**src/rtl/mult_seq_ctrl.sv**
```systemverilog
// mult_seq_ctrl: 8x8 -> 16-bit multiply sequenced over four nibble steps on one shared 4x4 multiplier.
// Optional macro MULT_SEQ_SIGNED_EN: two's-complement operands (magnitudes multiplied, sign applied at the end).
module mult_seq_ctrl #(
  parameter int DONE_HOLD = 4
) (
  input  logic        clk,
  input  logic        reset,
  input  logic        start,
  input  logic        clear,
  input  logic [7:0]  dataa,
  input  logic [7:0]  datab,
  output logic [3:0]  mul_a,
  output logic [3:0]  mul_b,
  input  logic [7:0]  mul_p,
  output logic [15:0] product,
  output logic        valid,
  output logic        busy,
  output logic        done,
  output logic [2:0]  state_code
);

  // Encoding doubles as the 7-segment code, so it must not be re-encoded.
  typedef enum logic [2:0] {
    IDLE  = 3'd0,
    STEP0 = 3'd1,
    STEP1 = 3'd2,
    STEP2 = 3'd3,
    STEP3 = 3'd4,
    DONE  = 3'd5,
    ERR   = 3'd6
  } state_t;

  localparam int CNT_W = (DONE_HOLD > 1) ? $clog2(DONE_HOLD) : 1;
  localparam logic [CNT_W-1:0] HOLD_LAST = CNT_W'((DONE_HOLD > 0) ? DONE_HOLD - 1 : 0);

  state_t           state_q;
  logic [7:0]       a_q, b_q;
  logic [15:0]      acc_q, product_q;
  logic             valid_q, done_q;
  logic [CNT_W-1:0] hold_q;

  logic [15:0]      partial, acc_d, final_d;
  logic [7:0]       a_in, b_in;

`ifdef MULT_SEQ_SIGNED_EN
  logic sign_q;
  // 0x80 negates to itself, which is exactly 128 when read as unsigned.
  assign a_in    = dataa[7] ? (~dataa + 8'd1) : dataa;
  assign b_in    = datab[7] ? (~datab + 8'd1) : datab;
  assign final_d = sign_q ? (~acc_d + 16'd1) : acc_d;
`else
  assign a_in    = dataa;
  assign b_in    = datab;
  assign final_d = acc_d;
`endif

  always_comb begin
    mul_a   = 4'd0;
    mul_b   = 4'd0;
    partial = 16'd0;
    case (state_q)
      STEP0: begin
        mul_a   = a_q[3:0];
        mul_b   = b_q[3:0];
        partial = {8'd0, mul_p};
      end
      STEP1: begin
        mul_a   = a_q[7:4];
        mul_b   = b_q[3:0];
        partial = {4'd0, mul_p, 4'd0};
      end
      STEP2: begin
        mul_a   = a_q[3:0];
        mul_b   = b_q[7:4];
        partial = {4'd0, mul_p, 4'd0};
      end
      STEP3: begin
        mul_a   = a_q[7:4];
        mul_b   = b_q[7:4];
        partial = {mul_p, 8'd0};
      end
      default: ;
    endcase
  end

  assign acc_d = acc_q + partial;

  always_ff @(posedge clk or posedge reset) begin
    if (reset) begin
      state_q   <= IDLE;
      a_q       <= 8'd0;
      b_q       <= 8'd0;
      acc_q     <= 16'd0;
      product_q <= 16'd0;
      valid_q   <= 1'b0;
      done_q    <= 1'b0;
      hold_q    <= '0;
`ifdef MULT_SEQ_SIGNED_EN
      sign_q    <= 1'b0;
`endif
    end else begin
      done_q <= 1'b0;
      if (clear) begin
        state_q   <= IDLE;
        acc_q     <= 16'd0;
        product_q <= 16'd0;
        valid_q   <= 1'b0;
        hold_q    <= '0;
      end else begin
        case (state_q)
          IDLE, DONE: begin
            if (start) begin
              a_q     <= a_in;
              b_q     <= b_in;
`ifdef MULT_SEQ_SIGNED_EN
              sign_q  <= dataa[7] ^ datab[7];
`endif
              acc_q   <= 16'd0;
              valid_q <= 1'b0;
              state_q <= STEP0;
            end else if (state_q == DONE && DONE_HOLD != 0) begin
              if (hold_q == HOLD_LAST) state_q <= IDLE;
              else                     hold_q  <= hold_q + CNT_W'(1);
            end
          end
          STEP0, STEP1, STEP2, STEP3: begin
            if (start) begin
              // A start while busy is a protocol violation: discard everything.
              state_q   <= ERR;
              acc_q     <= 16'd0;
              product_q <= 16'd0;
              valid_q   <= 1'b0;
            end else begin
              acc_q <= acc_d;
              case (state_q)
                STEP0:   state_q <= STEP1;
                STEP1:   state_q <= STEP2;
                STEP2:   state_q <= STEP3;
                default: begin
                  product_q <= final_d;
                  valid_q   <= 1'b1;
                  done_q    <= 1'b1;
                  hold_q    <= '0;
                  state_q   <= DONE;
                end
              endcase
            end
          end
          default: ;
        endcase
      end
    end
  end

  assign product    = product_q;
  assign valid      = valid_q;
  assign done       = done_q;
  assign busy       = (state_q == STEP0) || (state_q == STEP1) ||
                      (state_q == STEP2) || (state_q == STEP3);
  assign state_code = state_q;

endmodule

```
**config.mk**
```make
export PLATFORM = sky130hd
export DESIGN_NAME = mult_seq_ctrl
export DESIGN_NICKNAME = d
export VERILOG_FILES = /design/src/rtl/mult_seq_ctrl.sv
export SDC_FILE = /design/constraint.sdc
export NUM_CORES = 1
export LEC_CHECK = 0
export CAP_MARGIN = 20
export CORE_MARGIN = 3
export CORE_UTILIZATION = 58
export DETAILED_ROUTE_END_ITERATION = 10
export MAX_ROUTING_LAYER = met4
export PLACE_DENSITY = 0.83
export SLEW_MARGIN = 5
export SYNTH_ARGS = -nofsm -noshare
export SYNTH_HDL_FRONTEND = slang
export SYNTH_SLANG_ARGS = --single-unit
```
**constraint.sdc**
```tcl
create_clock -name clk -period 9.5 [get_ports clk]
set_clock_uncertainty 0.15 [all_clocks]
set_input_delay 0.95 -clock clk [delete_from_list [all_inputs] [get_ports clk]]
set_output_delay 0.95 -clock clk [all_outputs]
set_load 0.01 [all_outputs]
```
### Yosys cells after proc, flatten, opt, wreduce, memory -nomap -nowiden

Index checks and enable logic that the tools add are counted.

* add/sub/neg operators: 2
* eq/ne operators: 16
* multiplexer cells: 34
* bitwise logic cells: 1
* reduce and logical (&&, ||, !) cells: 20

Operators with widths (number)
* 16-bit 2-to-1 mux: 7
* 16-bit one-hot mux with 3 select lines: 1
* 16-bit one-hot mux with 2 select lines: 1
* 3-bit != test, second input constant: 6
* 16-bit adder: 1
* 4-bit one-hot mux with 2 select lines: 2
* 3-bit 2-to-1 mux: 5
* 2-bit 2-to-1 mux: 6
* 4-bit != test, second input constant: 3
* 2-bit OR reduction: 6
* 3-bit one-hot mux with 3 select lines: 1
* 3-bit AND reduction: 3
* 1-bit 2-to-1 mux: 8
* 3-bit by 2-bit == test with 1-bit output, second input constant: 2
* 3-bit == test, second input constant: 2
* 3-bit one-hot mux with 2 select lines: 1
* 6-bit AND reduction: 1
* 2-bit one-hot mux with 2 select lines: 1
* 2-bit AND reduction: 2
* 4-bit OR reduction: 1
* 3-bit by 1-bit == test with 1-bit output, second input constant: 1
* 3-bit logical NOT: 1
* 1-bit logical OR: 3
* 3-bit by 1-bit != test with 1-bit output, second input constant: 1
* 7 further kinds: 7

* register bits: 55
* bits of input ports: 28
* output and inout bits: 30
* word-level logic and storage cells: 81

### Longest topological paths before layout

* depth after elaboration: 8
* gate-level depth with buffers: 12

### Worst setup path after synthesis

No wires, ideal clock.

* path type: flip-flop to flip-flop
* start point: register state_q[1], in the netlist state_code[1]
* end point: register acc_q[14]
* arrival: 2.848 ns
* required time: 9.221 ns
* path slack: 6.373 ns
* cell stages (with the launch flop): 13
* buffers on the path: 2
* clock period less this slack: 3.127 ns
* cell sequence: dfrtp_1 -> buf_2 -> clkbuf_1 -> nor2b_1 -> and2_1 -> ha_1 -> fa_1 -> a211oi_1 -> o21a_1 -> nor3_1 -> o31ai_1 -> xor2_1 -> o21ai_0

* word-level cells in the longest chain between the ends: 7

RTL lines
* start: declaration: RTL line 36 `state_t state_q;`
* start signal: assignment: RTL line 90 `state_q <= IDLE;`
* start signal: assignment: RTL line 104 `state_q <= IDLE;`
* start signal: assignment: RTL line 120 `state_q <= STEP0;`
* 3-bit by 2-bit == test with 1-bit output: RTL line 61, 110
* 2-bit OR reduction (no source line)
* 16-bit one-hot mux with 3 select lines: RTL line 61 `case (state_q)`
* 16-bit adder: RTL line 86 `assign acc_d = acc_q + partial;`
* 16-bit 2-to-1 mux: RTL line 127 `if (start) begin`
* 16-bit one-hot mux with 2 select lines: RTL line 110 `case (state_q)`
* 16-bit 2-to-1 mux: RTL line 103 `if (clear) begin`
* end signal: assignment: RTL line 93 `acc_q <= 16'd0;`
* end signal: assignment: RTL line 105 `acc_q <= 16'd0;`
* end signal: assignment: RTL line 130 `acc_q <= 16'd0;`
* end: declaration: RTL line 38 `logic [15:0] acc_q, product_q;`

Several ways; a longest one is shown, not always the timed one.
A chain may end at the register's enable or synchronous reset.

### Worst setup path in the final report

* start point: register state_q[2], in the netlist state_code[2]
* end point: output port mul_a[3]

* word-level cells in the longest chain between the ends: 3

RTL lines
* 3-bit by 2-bit == test with 1-bit output, or another cell as far along: RTL line 61
* 2-bit OR reduction (no source line)
* 4-bit one-hot mux with 2 select lines *: RTL line 61
* end: declaration: RTL line 12 `output logic [3:0] mul_a,`

Mark *: on every way between the ends. The rest lies on a longest branch, timed or not.

==> impl_metrics.csv <==
group,metric,value,unit
power_and_ir_drop,p_switching,0.3407,mW
floorplanning,coreArea,0.005574,sq mm
routing,wire_per_inst,17.11,um
setup_path,critPathKind,"flip-flop to output port",
timing,relSlewSlack,24.95,%
timing,setup_viol,0,
floorplanning,start_util,60.65,%
power_and_ir_drop,switching_share,39.20,%
grt,grt_max_degree,56,
cells_and_area,insertedDiodeCount,0,
setup_path,cp-end-kind,"output port",
setup_path,path_cells,"nand2b_1 -> nor2_2 -> nand2_1 -> o21ai_0 -> clkdlybuf4s50_1",
cells_and_area,final_cell_area,0.004054,sq mm
power_and_ir_drop,power_density,214.3,mW/mm^2
cells_and_area,syn2layout_area_growth,19.91,%
synthesis,synth_area,0.003381,sq mm
synthesis,ys_warn_count,0,
run,drv_cap,0,
synthesis,synth_compound_area_share,21.69,%
placement,dpl_cell_area,0.003958,sq mm
setup_path,cp_top_family,"flip-flops",
synthesis,synth_xor_area_share,3.368,%
clocking,cts_setup_buffers,0,
synthesis,synth_cell_types,50,
clocking,clockRootBuffer,"clkbuf_8",
synthesis,synth_top_area_share,40.71,%
clocking,cts_tree,"yes",
grt,gr-usage-all-layers,26.05,%
timing,whs,0.3528,ns
clocking,numCtsBuffers,5,
setup_path,worstPathArrival,2.88,ns
power_and_ir_drop,pwr-share-comb,43.9,%
grt,first_global_vias,2876,
min_path,hold_path_class,"flip-flop to flip-flop",
floorplanning,rows,27,
synthesis,synth_mux_area_share,7.291,%
timing,setup-tns-final,0,ns
clocking,clkLatencyLatePin,0.31,ns
synthesis,yosysTopAreaCell,"dfrtp_1",
cells_and_area,nNetsFinal,452,
clocking,cts_sinks,55,
synthesis,synth_top_family_by_area,"compound AO/OA/AOI/OAI gates",
power_and_ir_drop,peakVddDrop,124.6,uV
synthesis,synthTopCellsByArea,"dfrtp_1, mux2_2, ha_1",
synthesis,synth_fa_ha_area_share,6.514,%
cells_and_area,multi_input_comb_area,0.001891,sq mm
cells_and_area,layout-drive-gt1-share,10.05,%
setup_path,slowest_delay,1.00,ns
routing,vias,2914,
synthesis,ys.flop_type,"dfrtp_1",
power_and_ir_drop,seqPwrFrac,41.1,%
synthesis,synth-edff-count,0,
cells_and_area,finish.utilization,72.73,%
setup_path,cp_num_buf_inv,1,
grt,antenna_found_initial,0,
power_and_ir_drop,clockPowerShare,15.1,%
floorplanning,die_area,0.006781,sq mm
cells_and_area,fillers,438,
timing,rsz0062_at_grt,"false",
synthesis,synth.net_count,403,
power_and_ir_drop,power.leakage,1.788,nW
routing,via_per_inst,6.071,
timing,fmax,251.5,MHz
synthesis,yosys.area_share.simple,17.06,%
placement,hpwl,5817,um
timing,finalCritPeriodShare,41.85,%
placement,io_buffers,57,
synthesis,synth_common_cells,"dfrtp_1, nand2_1, nor2_1",
routing,drt_iter0_markers,194,
floorplanning,dieWidth,82.35,um
setup_path,cp_slowest_cell,"dfrtp_1",
timing,min_period,3.975,ns
synthesis,synthCells,358,
synthesis,syn_area_per_cell,9.443,sq um
timing,worst_pin_slew,1.126,ns
floorplanning,ios,58,
clocking,clkTransAtPathRegs,0.10,ns
grt,grt_pass1_wl,13300,um
placement,gp_congestion,0.9229,
synthesis,ys_ff_latch,55,
setup_path,path_max_fanout,33,
setup_path,required,8.40,ns
synthesis,yosysSeqAreaShare,40.71,%
timing,slew_violations,0,
power_and_ir_drop,internal-power,0.5283,mW
routing,drc,0,
clocking,holdBufCountCts,0,
timing,hold_viol,0,
synthesis,yosysMostFrequentCell,"dfrtp_1",
synthesis,synth-async-reset-ratio,100.0,%
grt,gr-total-overflow,0,
routing,postRouteAntennaNets,0,
routing,drt-pass1-iter-count,5,
outcome,status,"finished clean",
setup_path,cp-start-kind,"flip-flop",
clocking,htree_num_levels,2,
routing,drt_wl_total,8215,um
floorplanning,die_height,82.35,um
cells_and_area,regArea,0.001376,sq mm
clocking,cts-resized-gates,0,
clocking,clockBufferDepth,2,
## flip-flops by register name, summed over array words and instances (netlist names)
name        flops
product        16
done            1
valid           1
a_q             8
state_code      3
acc_q          16
b_q             8
hold_q          2
## worst reg2reg max path, cell delays in order (launching register included)
cell and delay, ns:
dfrtp_1 1.00, nor2b_1 0.19, nor2b_1 0.22, and2_1 0.24, ha_1 0.20, fa_1 0.43, a211oi_1 0.30, o21a_1 0.21
nor3_1 0.08, o31ai_1 0.29, xor2_1 0.19, o21ai_0 0.09
## layer usage
metal	vias to the layer above	wire length [um]	global-route usage, %	share of wire, %
met1	1405	3691	33.86	45
met5	-	0	-	0
met2	101	3900	41.75	47
met3	14	505	3.905	6.1
met4	0	118	8.638	1.4
li1	1394	-	-	-
## worst paths after layout
check	cells past startpoint	from	slack, ns	end
min in group asynchronous	3	reset	1.00	product[12]
max	5	state_code[2]	5.52	mul_a[3]
min	1	product[5]	0.35	product[5]
max in group asynchronous	3	reset	7.75	acc_q[7]
min reg2reg	1	product[5]	0.35	product[5]
max reg2reg	11	state_code[2]	5.78	acc_q[14]
## per-stage QoR
step,setup WS [ns],instances,power [mW]
2_1_floorplan,6.373,358,0.6045
6_report,5.525,480,0.8689
4_1_cts,5.559,479,0.8672
5_1_grt,5.342,480,0.9270
3_5_place_dp,5.866,471,0.7360
3_3_place_gp,5.918,471,0.7185
## power by group through the flow
stage / sequential, mW / clock [mW] / combinational [mW]
6_report: 0.357 / 0.131 / 0.381
5_1_grt: 0.364 / 0.145 / 0.418
4_1_cts: 0.355 / 0.133 / 0.379
3_5_place_dp: 0.359 / 0 / 0.377
3_3_place_gp: 0.353 / 0 / 0.365
2_1_floorplan: 0.320 / 0 / 0.284
## layout make-up
| type | count | share of cell area, % |
|---|---|---|
| well taps | 72 | 2.222 |
| clock buffers | 6 | 1.790 |
| clock inverters | 2 | 0.3086 |
| repair buffers | 59 | 14.54 |
| inverters | 6 | 0.5556 |
| flip-flops and latches | 55 | 33.95 |
| multi-input cells | 280 | 46.64 |
## cells by family after synthesis
family	Yosys count
multiplexers	22
buffers and inverters	23
AO/OA/AOI/OAI	105
XOR/XNOR	13
flip-flops	55
adder cells (fa/ha/maj)	17
AND/OR/NAND/NOR	123
## cells in the final DEF, fill, tap and decap left out, types with 2 or more instances in the layout
master           synthesis  routed
nor2_2                   2       2
o21ai_0                 23      23
xnor2_1                  8       8
nor2_1                  36      36
a21oi_1                 28      28
ha_1                    16      16
inv_1                    6       5
a211oi_1                 3       3
a22oi_1                  4       4
nand2_1                 43      43
nor3_1                  11      11
clkbuf_8                 0       5
a31oi_1                  2       2
mux2_2                  21      21
and2_1                   8       8
nand3_1                  4       4
a22o_1                  21      21
a32o_1                   5       5
o21a_1                   3       3
or3_1                    2       2
and3_1                   3       3
nor2b_1                  5       5
clkdlybuf4s50_1          0      57
nand2b_1                 2       2
xor2_1                   5       5
a21o_1                   4       4
dfrtp_1                 55      55
(Power assumes the default switching activity.)
